$ cat config.mk
export PLATFORM = sky130hd
export DESIGN_NAME = oric_ram_ctrl
export DESIGN_NICKNAME = d
export VERILOG_FILES = /design/src/rtl/oric_pkg.sv /design/src/rtl/oric_ram_ctrl.sv
export SDC_FILE = /design/constraint.sdc
export NUM_CORES = 1
export LEC_CHECK = 0
export CELL_PAD_IN_SITES_DETAIL_PLACEMENT = 2
export CELL_PAD_IN_SITES_GLOBAL_PLACEMENT = 2
export CORE_UTILIZATION = 24
export CTS_BUF_LIST = sky130_fd_sc_hd__clkbuf_16
export CTS_CLUSTER_DIAMETER = 30
export DETAILED_ROUTE_END_ITERATION = 10
export GPL_ROUTABILITY_DRIVEN = 0
export GPL_TIMING_DRIVEN = 0
export HOLD_SLACK_MARGIN = 0.12
export PLACE_DENSITY = 0.82
export SKIP_CTS_REPAIR_TIMING = 1
export SYNTH_ARGS = -nofsm -noshare
export SYNTH_HDL_FRONTEND = slang
export SYNTH_SLANG_ARGS = --single-unit
$ cat constraint.sdc
create_clock -name clk_sys -period 2.54 [get_ports clk_sys]
set_input_delay 0.381 -clock clk_sys [delete_from_list [all_inputs] [get_ports clk_sys]]
set_output_delay 0.381 -clock clk_sys [all_outputs]
set_load 0.01 [all_outputs]
$ cat src/rtl/oric_pkg.sv
// rtl/oric_pkg.sv - shared RAM widths and controller state encoding
//
// Package contents:
//   ADDR_W  - RAM address width (16)
//   DATA_W  - RAM data width (8)
//   state_t - controller states: clear, CPU run, loader write, loader flush

package oric_pkg;

    localparam int ADDR_W = 16;
    localparam int DATA_W = 8;

    typedef enum logic [1:0] {
        ST_CLEAR = 2'd0,
        ST_RUN   = 2'd1,
        ST_LOAD  = 2'd2,
        ST_FLUSH = 2'd3
    } state_t;

endpackage

$ cat src/rtl/oric_ram_ctrl.sv
// rtl/oric_ram_ctrl.sv - single-port RAM arbiter: power-on clear, CPU access, loader download
//
// Ports:
//   clk_sys, RESET                    clock, synchronous active-high reset
//   cpu_ad/cpu_d/cpu_cs/cpu_we        CPU RAM request
//   cpu_q                             CPU read data (RAM data, one cycle after address)
//   cpu_hold                          keeps the CPU in reset while RAM is owned elsewhere
//   ld_download/ld_wr/ld_index/
//   ld_addr/ld_dout                   loader session, byte strobe, image type, offset, byte
//   mem_addr/mem_d/mem_we/mem_q       external single-port RAM
//   clr_busy/ld_active                state indicators
//   ld_done                           one-cycle pulse while the final flush runs
//   ld_err                            sticky: a loader byte was dropped
//   ld_bytes                          bytes written by the current or last load (saturating)

module oric_ram_ctrl
    import oric_pkg::*;
#(
    parameter logic [DATA_W-1:0] CLR_VALUE  = 8'hFF,
    parameter logic [7:0]        LOAD_INDEX = 8'h01,
    parameter logic [ADDR_W-1:0] LOAD_BASE  = 16'h0000
) (
    input  logic              clk_sys,
    input  logic              RESET,
    input  logic [ADDR_W-1:0] cpu_ad,
    input  logic [DATA_W-1:0] cpu_d,
    input  logic              cpu_cs,
    input  logic              cpu_we,
    output logic [DATA_W-1:0] cpu_q,
    output logic              cpu_hold,
    input  logic              ld_download,
    input  logic              ld_wr,
    input  logic [7:0]        ld_index,
    input  logic [24:0]       ld_addr,
    input  logic [DATA_W-1:0] ld_dout,
    output logic [ADDR_W-1:0] mem_addr,
    output logic [DATA_W-1:0] mem_d,
    output logic              mem_we,
    input  logic [DATA_W-1:0] mem_q,
    output logic              clr_busy,
    output logic              ld_active,
    output logic              ld_done,
    output logic              ld_err,
    output logic [16:0]       ld_bytes
);

    localparam logic [16:0] BYTES_MAX = 17'h10000;

    state_t            state;
    logic [ADDR_W-1:0] clr_cnt;
    logic              pend_vld;
    logic [ADDR_W-1:0] pend_addr;
    logic [DATA_W-1:0] pend_data;
    logic              ld_done_q;

    logic load_req;
    logic ld_in_range;

    assign load_req    = ld_download && (ld_index == LOAD_INDEX);
    assign ld_in_range = (ld_addr[24:16] == 9'd0);

    always_ff @(posedge clk_sys) begin
        if (RESET) begin
            state     <= ST_CLEAR;
            clr_cnt   <= '0;
            pend_vld  <= 1'b0;
            pend_addr <= '0;
            pend_data <= '0;
            ld_done_q <= 1'b0;
            ld_err    <= 1'b0;
            ld_bytes  <= '0;
        end else begin
            ld_done_q <= 1'b0;
            case (state)
                ST_CLEAR: begin
                    // clr_cnt wraps back to 0 after the last address, ready for a later restart
                    clr_cnt <= clr_cnt + 1'b1;
                    if (ld_wr) begin
                        ld_err <= 1'b1;
                    end
                    if (clr_cnt == '1) begin
                        if (load_req) begin
                            state    <= ST_LOAD;
                            ld_bytes <= '0;
                            ld_err   <= 1'b0;
                            pend_vld <= 1'b0;
                        end else begin
                            state <= ST_RUN;
                        end
                    end
                end
                ST_RUN: begin
                    if (load_req) begin
                        state    <= ST_LOAD;
                        ld_bytes <= '0;
                        ld_err   <= 1'b0;
                        pend_vld <= 1'b0;
                    end
                end
                ST_LOAD: begin
                    // Each accepted byte is held for exactly one cycle on the RAM port
                    pend_vld <= 1'b0;
                    if (ld_wr) begin
                        if (ld_in_range) begin
                            pend_vld  <= 1'b1;
                            pend_addr <= LOAD_BASE + ld_addr[15:0];
                            pend_data <= ld_dout;
                            if (ld_bytes != BYTES_MAX) begin
                                ld_bytes <= ld_bytes + 1'b1;
                            end
                        end else begin
                            ld_err <= 1'b1;
                        end
                    end
                    if (!ld_download) begin
                        state     <= ST_FLUSH;
                        ld_done_q <= 1'b1;
                    end
                end
                ST_FLUSH: begin
                    pend_vld <= 1'b0;
                    state    <= ST_RUN;
                end
                default: begin
                    state <= ST_CLEAR;
                end
            endcase
        end
    end

    always_comb begin
        mem_addr = clr_cnt;
        mem_d    = CLR_VALUE;
        mem_we   = 1'b0;
        case (state)
            ST_CLEAR: begin
                mem_we = 1'b1;
            end
            ST_RUN: begin
                mem_addr = cpu_ad;
                mem_d    = cpu_d;
                mem_we   = cpu_cs && cpu_we;
            end
            ST_LOAD, ST_FLUSH: begin
                mem_addr = pend_addr;
                mem_d    = pend_data;
                mem_we   = pend_vld;
            end
            default: begin
                mem_we = 1'b0;
            end
        endcase
        // Reset is synchronous, so the register state is stale during the first
        // reset cycle; the RAM port and indicators are forced safe immediately.
        if (RESET) begin
            mem_we = 1'b0;
        end
    end

    assign cpu_q     = mem_q;
    assign cpu_hold  = RESET || (state != ST_RUN);
    assign clr_busy  = RESET || (state == ST_CLEAR);
    assign ld_active = !RESET && ((state == ST_LOAD) || (state == ST_FLUSH));
    assign ld_done   = ld_done_q && !RESET;

endmodule

==> load_flow_metrics.sql <==
INSERT INTO impl_metrics (metric_group, metric, value, unit) VALUES
('critical_path', 'timing_worst_setup_path_type', 'register to output pin', ''),
('sta', 'clock.fmax', '0.412', 'GHz'),
('global_route', 'initial_antenna_violation_count', '0', ''),
('logic_synthesis', 'ys_async_sr_fraction', '0', ''),
('routing', 'drt_wl_total', '14.8', 'mm'),
('cells_and_area', 'filler_cell_count', '1595', ''),
('critical_path', 'required_worst_endpoint', '2160', 'ps'),
('sta', 'hold_violation_total_from_the_final_report', '0', ''),
('floorplan', 'die_area', '15000', 'sq um'),
('clock_tree', 'cts_root_buffer', 'clkbuf_16', ''),
('routing', 'route.detailed.wl_per_inst', '19.2', 'microns'),
('cells_and_area', 'fin_nets', '673', ''),
('floorplan', 'std_cell_rows', '43', ''),
('logic_synthesis', 'netlist.top_cell.by_area', 'dfxtp_1', ''),
('logic_synthesis', 'synthesis.area_per_instance', '7.72', 'sq um'),
('floorplan', 'initial_utilization', '0.248', ''),
('routing', 'detail_route.first_pass.iterations', '4', ''),
('hold_path', 'hold_critical_path_endpoint', 'pend_data[1]', ''),
('power', 'netSwitchingPower', '1.06', 'mW'),
('critical_path', 'timing.rr.end', 'ld_bytes[12]', ''),
('logic_synthesis', 'netlist_area', '3480', 'sq um'),
('critical_path', 'startpoint_type', 'register', ''),
('clock_tree', 'tritoncts', 'done', ''),
('clock_tree', 'worstSkewPairLatency', '330', 'ps'),
('logic_synthesis', 'syn_nets', '538', ''),
('routing', 'ant_nets', '0', ''),
('critical_path', 'crit_fanout', '10', ''),
('outcome', 'run_status', 'complete, no violations', ''),
('cells_and_area', 'multi_input_area', '2030', 'sq um'),
('cells_and_area', 'final_layout_size_suffix_gt1_frac', '0.107', ''),
('power', 'pwr_density_cell', '602', 'nW/um^2'),
('floorplan', 'fp.dieW', '122', 'microns'),
('sta', 'setup_ws', '113', 'ps'),
('sta', 'tightest_slew', '757', 'ps'),
('critical_path', 'worstRegToRegCells', '7', ''),
('routing', 'first_iter_violations', '167', ''),
('critical_path', 'critPathArrivalTime', '2050', 'ps'),
('routing', 'drt_via_density', '5.21', ''),
('sta', 'period_share', '0.955', ''),
('cells_and_area', 'syn_to_final_growth', '52.9', '%'),
('place', 'place_hpwl', '11.0', 'mm'),
('sta', 'clock_skew', '5.83', 'ps'),
('global_route', 'grt_pass1_vias', '4516', ''),
('global_route', 'global_route.usage.total', '0.204', ''),
('sta', 'final.hold.worst_slack', '462', 'ps'),
('global_route', 'grt_first_pass_wirelength', '23.3', 'mm'),
('hold_path', 'worst_hold_path.num_cells', '2', ''),
('critical_path', 'reg2reg_slack', '170', 'ps'),
('floorplan', 'count_of_boundary_i_o_pins', '134', ''),
('floorplan', 'chipHeight', '122', 'microns'),
('sta', 'rsz_0062_raised_after_global_routing', 'no', ''),
('clock_tree', 'sink_count_of_the_clock_tree', '62', ''),
('place', 'post-place-ws', '-944', 'ps'),
('logic_synthesis', 'yosysSeqAreaShare', '0.356', ''),
('cells_and_area', 'seqCellArea', '1250', 'sq um'),
('routing', 'via_count', '4020', ''),
('clock_tree', 'tritoncts.num_buffers', '9', ''),
('critical_path', 'worst_r2r_startpoint', 'state[0]', ''),
('cells_and_area', 'num_antenna_cells', '0', ''),
('clock_tree', 'htree_num_levels', '3', ''),
('place', 'number_of_i_o_port_buffers', '124', ''),
('sta', 'period_minus_slack', '2430', 'ps'),
('flow_run', 'drv_cap', '0', ''),
('power', 'ir_drop', '291', 'uV'),
('clock_tree', 'clk_path_buf_depth', '2', ''),
('power', 'p_leak', '2.07', 'nW'),
('power', 'seq_power_share', '0.329', ''),
('critical_path', 'end_kind', 'output pin', ''),
('logic_synthesis', 'synth_edf_count', '0', ''),
('hold_path', 'timing.hold.worst.class', 'register to register', ''),
('power', 'share_clk_of_total_power', '0.344', '');
-- power groups by stage --
stage / combinational [mW] / clock, mW / sequential (mW)
after CTS: 1.02 / 1.12 / 1.05
after global placement: 0.979 / 0 / 1.07
after detailed placement: 1.01 / 0 / 1.07
after global routing: 1.13 / 1.17 / 1.06
after floorplan: 0.495 / 0 / 1.06
final: 1.05 / 1.10 / 1.05
-- worst max-delay path, stage by stage (launching register included) --
cell            delay (ps)
dfxtp_4                370
inv_1                   60
ha_1                   210
buf_6                  150
or2_4                  280
buf_6                  160
a221o_1                300
dlymetal6s2s_1         170
-- metal layers --
layer	wire length (microns)	part of all wire	track usage	vias to the layer above
li1	-	-	-	1878
met1	6270	0.42	0.231	1978
met2	7320	0.50	0.361	135
met3	878	0.059	0.0595	29
met4	308	0.021	0.0701	0
met5	0	0	0	-
-- flip-flops by register name, indices dropped and copies added (netlist names) --
signal	count
clr_cnt	16
pend_addr	16
ld_bytes	17
pend_data	8
pend_vld	1
state	2
ld_err	1
ld_done_q	1
-- worst max-delay path by stage --
stage	cells past startpoint	from	end	slack [ps]
after CTS	9	state[0]	mem_addr[15]	-1320
after global placement	9	state[0]	mem_addr[0]	-890
after detailed placement	9	state[0]	mem_addr[15]	-940
after floorplan	8	state[0]	mem_addr[0]	260
final	7	state[0]	mem_d[6]	110
after global routing	7	clr_cnt[0]	ld_bytes[2]	7
-- cell usage in the layout, fill, tap and decap left out, types with 7 or more instances in the layout --
cell             Yosys  layout
inv_1               19      20
o32ai_1              9       9
nand2_1             85      85
clkbuf_2             0      11
a21oi_1             37      37
buf_4                8      10
ha_1                 8       7
clkbuf_16            0       9
o21ai_0             20      16
dfxtp_1             62      60
a221o_1              8       8
clkdlybuf4s50_1      0      98
dlymetal6s2s_1       0      21
nand3_1             13      13
a22oi_1             14      14
a211oi_1             9       9
clkbuf_1            21      13
nor2_1              36      35
xor2_1               8       8
nand4_1             13      13
-- cell usage after synthesis (2+ instances only) --
master	n
nand2_1	85
dfxtp_1	62
a21oi_1	37
nor2_1	36
clkbuf_1	21
o21ai_0	20
inv_1	19
a22oi_1	14
nand3_1	13
nand4_1	13
a211oi_1	9
o32ai_1	9
a221o_1	8
buf_4	8
ha_1	8
xor2_1	8
buf_1	6
nor3_1	5
o311ai_1	5
or3_1	5
xnor2_1	5
nor4_1	4
or2_2	4
and2_1	3
and3_1	3
o31ai_1	3
a221oi_1	2
a31oi_1	2
and4_1	2
buf_2	2
mux2i_1	2
nand4_4	2
nor2b_1	2
nor4b_1	2
o211a_1	2
o31a_1	2
-- cell families after synthesis --
| group | synth area share |
|---|---|
| and+or+nand+nor | 0.258 |
| AOI/OAI and AO/OA | 0.246 |
| DFF | 0.356 |
| buffers and inverters | 0.0729 |
| xor gates and xnor gates | 0.0327 |
| adders and majority gates | 0.0287 |
| muxes | 0.00575 |
-- layout make-up --
type                    instances  share of cell area
repair buffers                126               0.241
flip-flops and latches         62               0.234
inverters                      19              0.0134
clock inverters                 7             0.00611
well taps                     180              0.0423
plain buffers                  36              0.0402
multi-input cells             332               0.381
clock buffers                   9              0.0423
-- through the flow --
stage | cells | setup TNS (ps) | instance area, sq um | power [mW] | utilization
final | 771 | 0 | 5330 | 3.21 | 0.379
after global routing | 771 | 0 | 5330 | 3.36 | 0.379
after CTS | 771 | -29880 | 5210 | 3.19 | 0.371
after detailed placement | 755 | -23420 | 4950 | 2.08 | 0.352
after global placement | 755 | -20160 | 4950 | 2.05 | 0.352
after floorplan | 451 | 0 | 3480 | 1.56 | -
No activity file was read; power rests on OpenSTA's default activity.
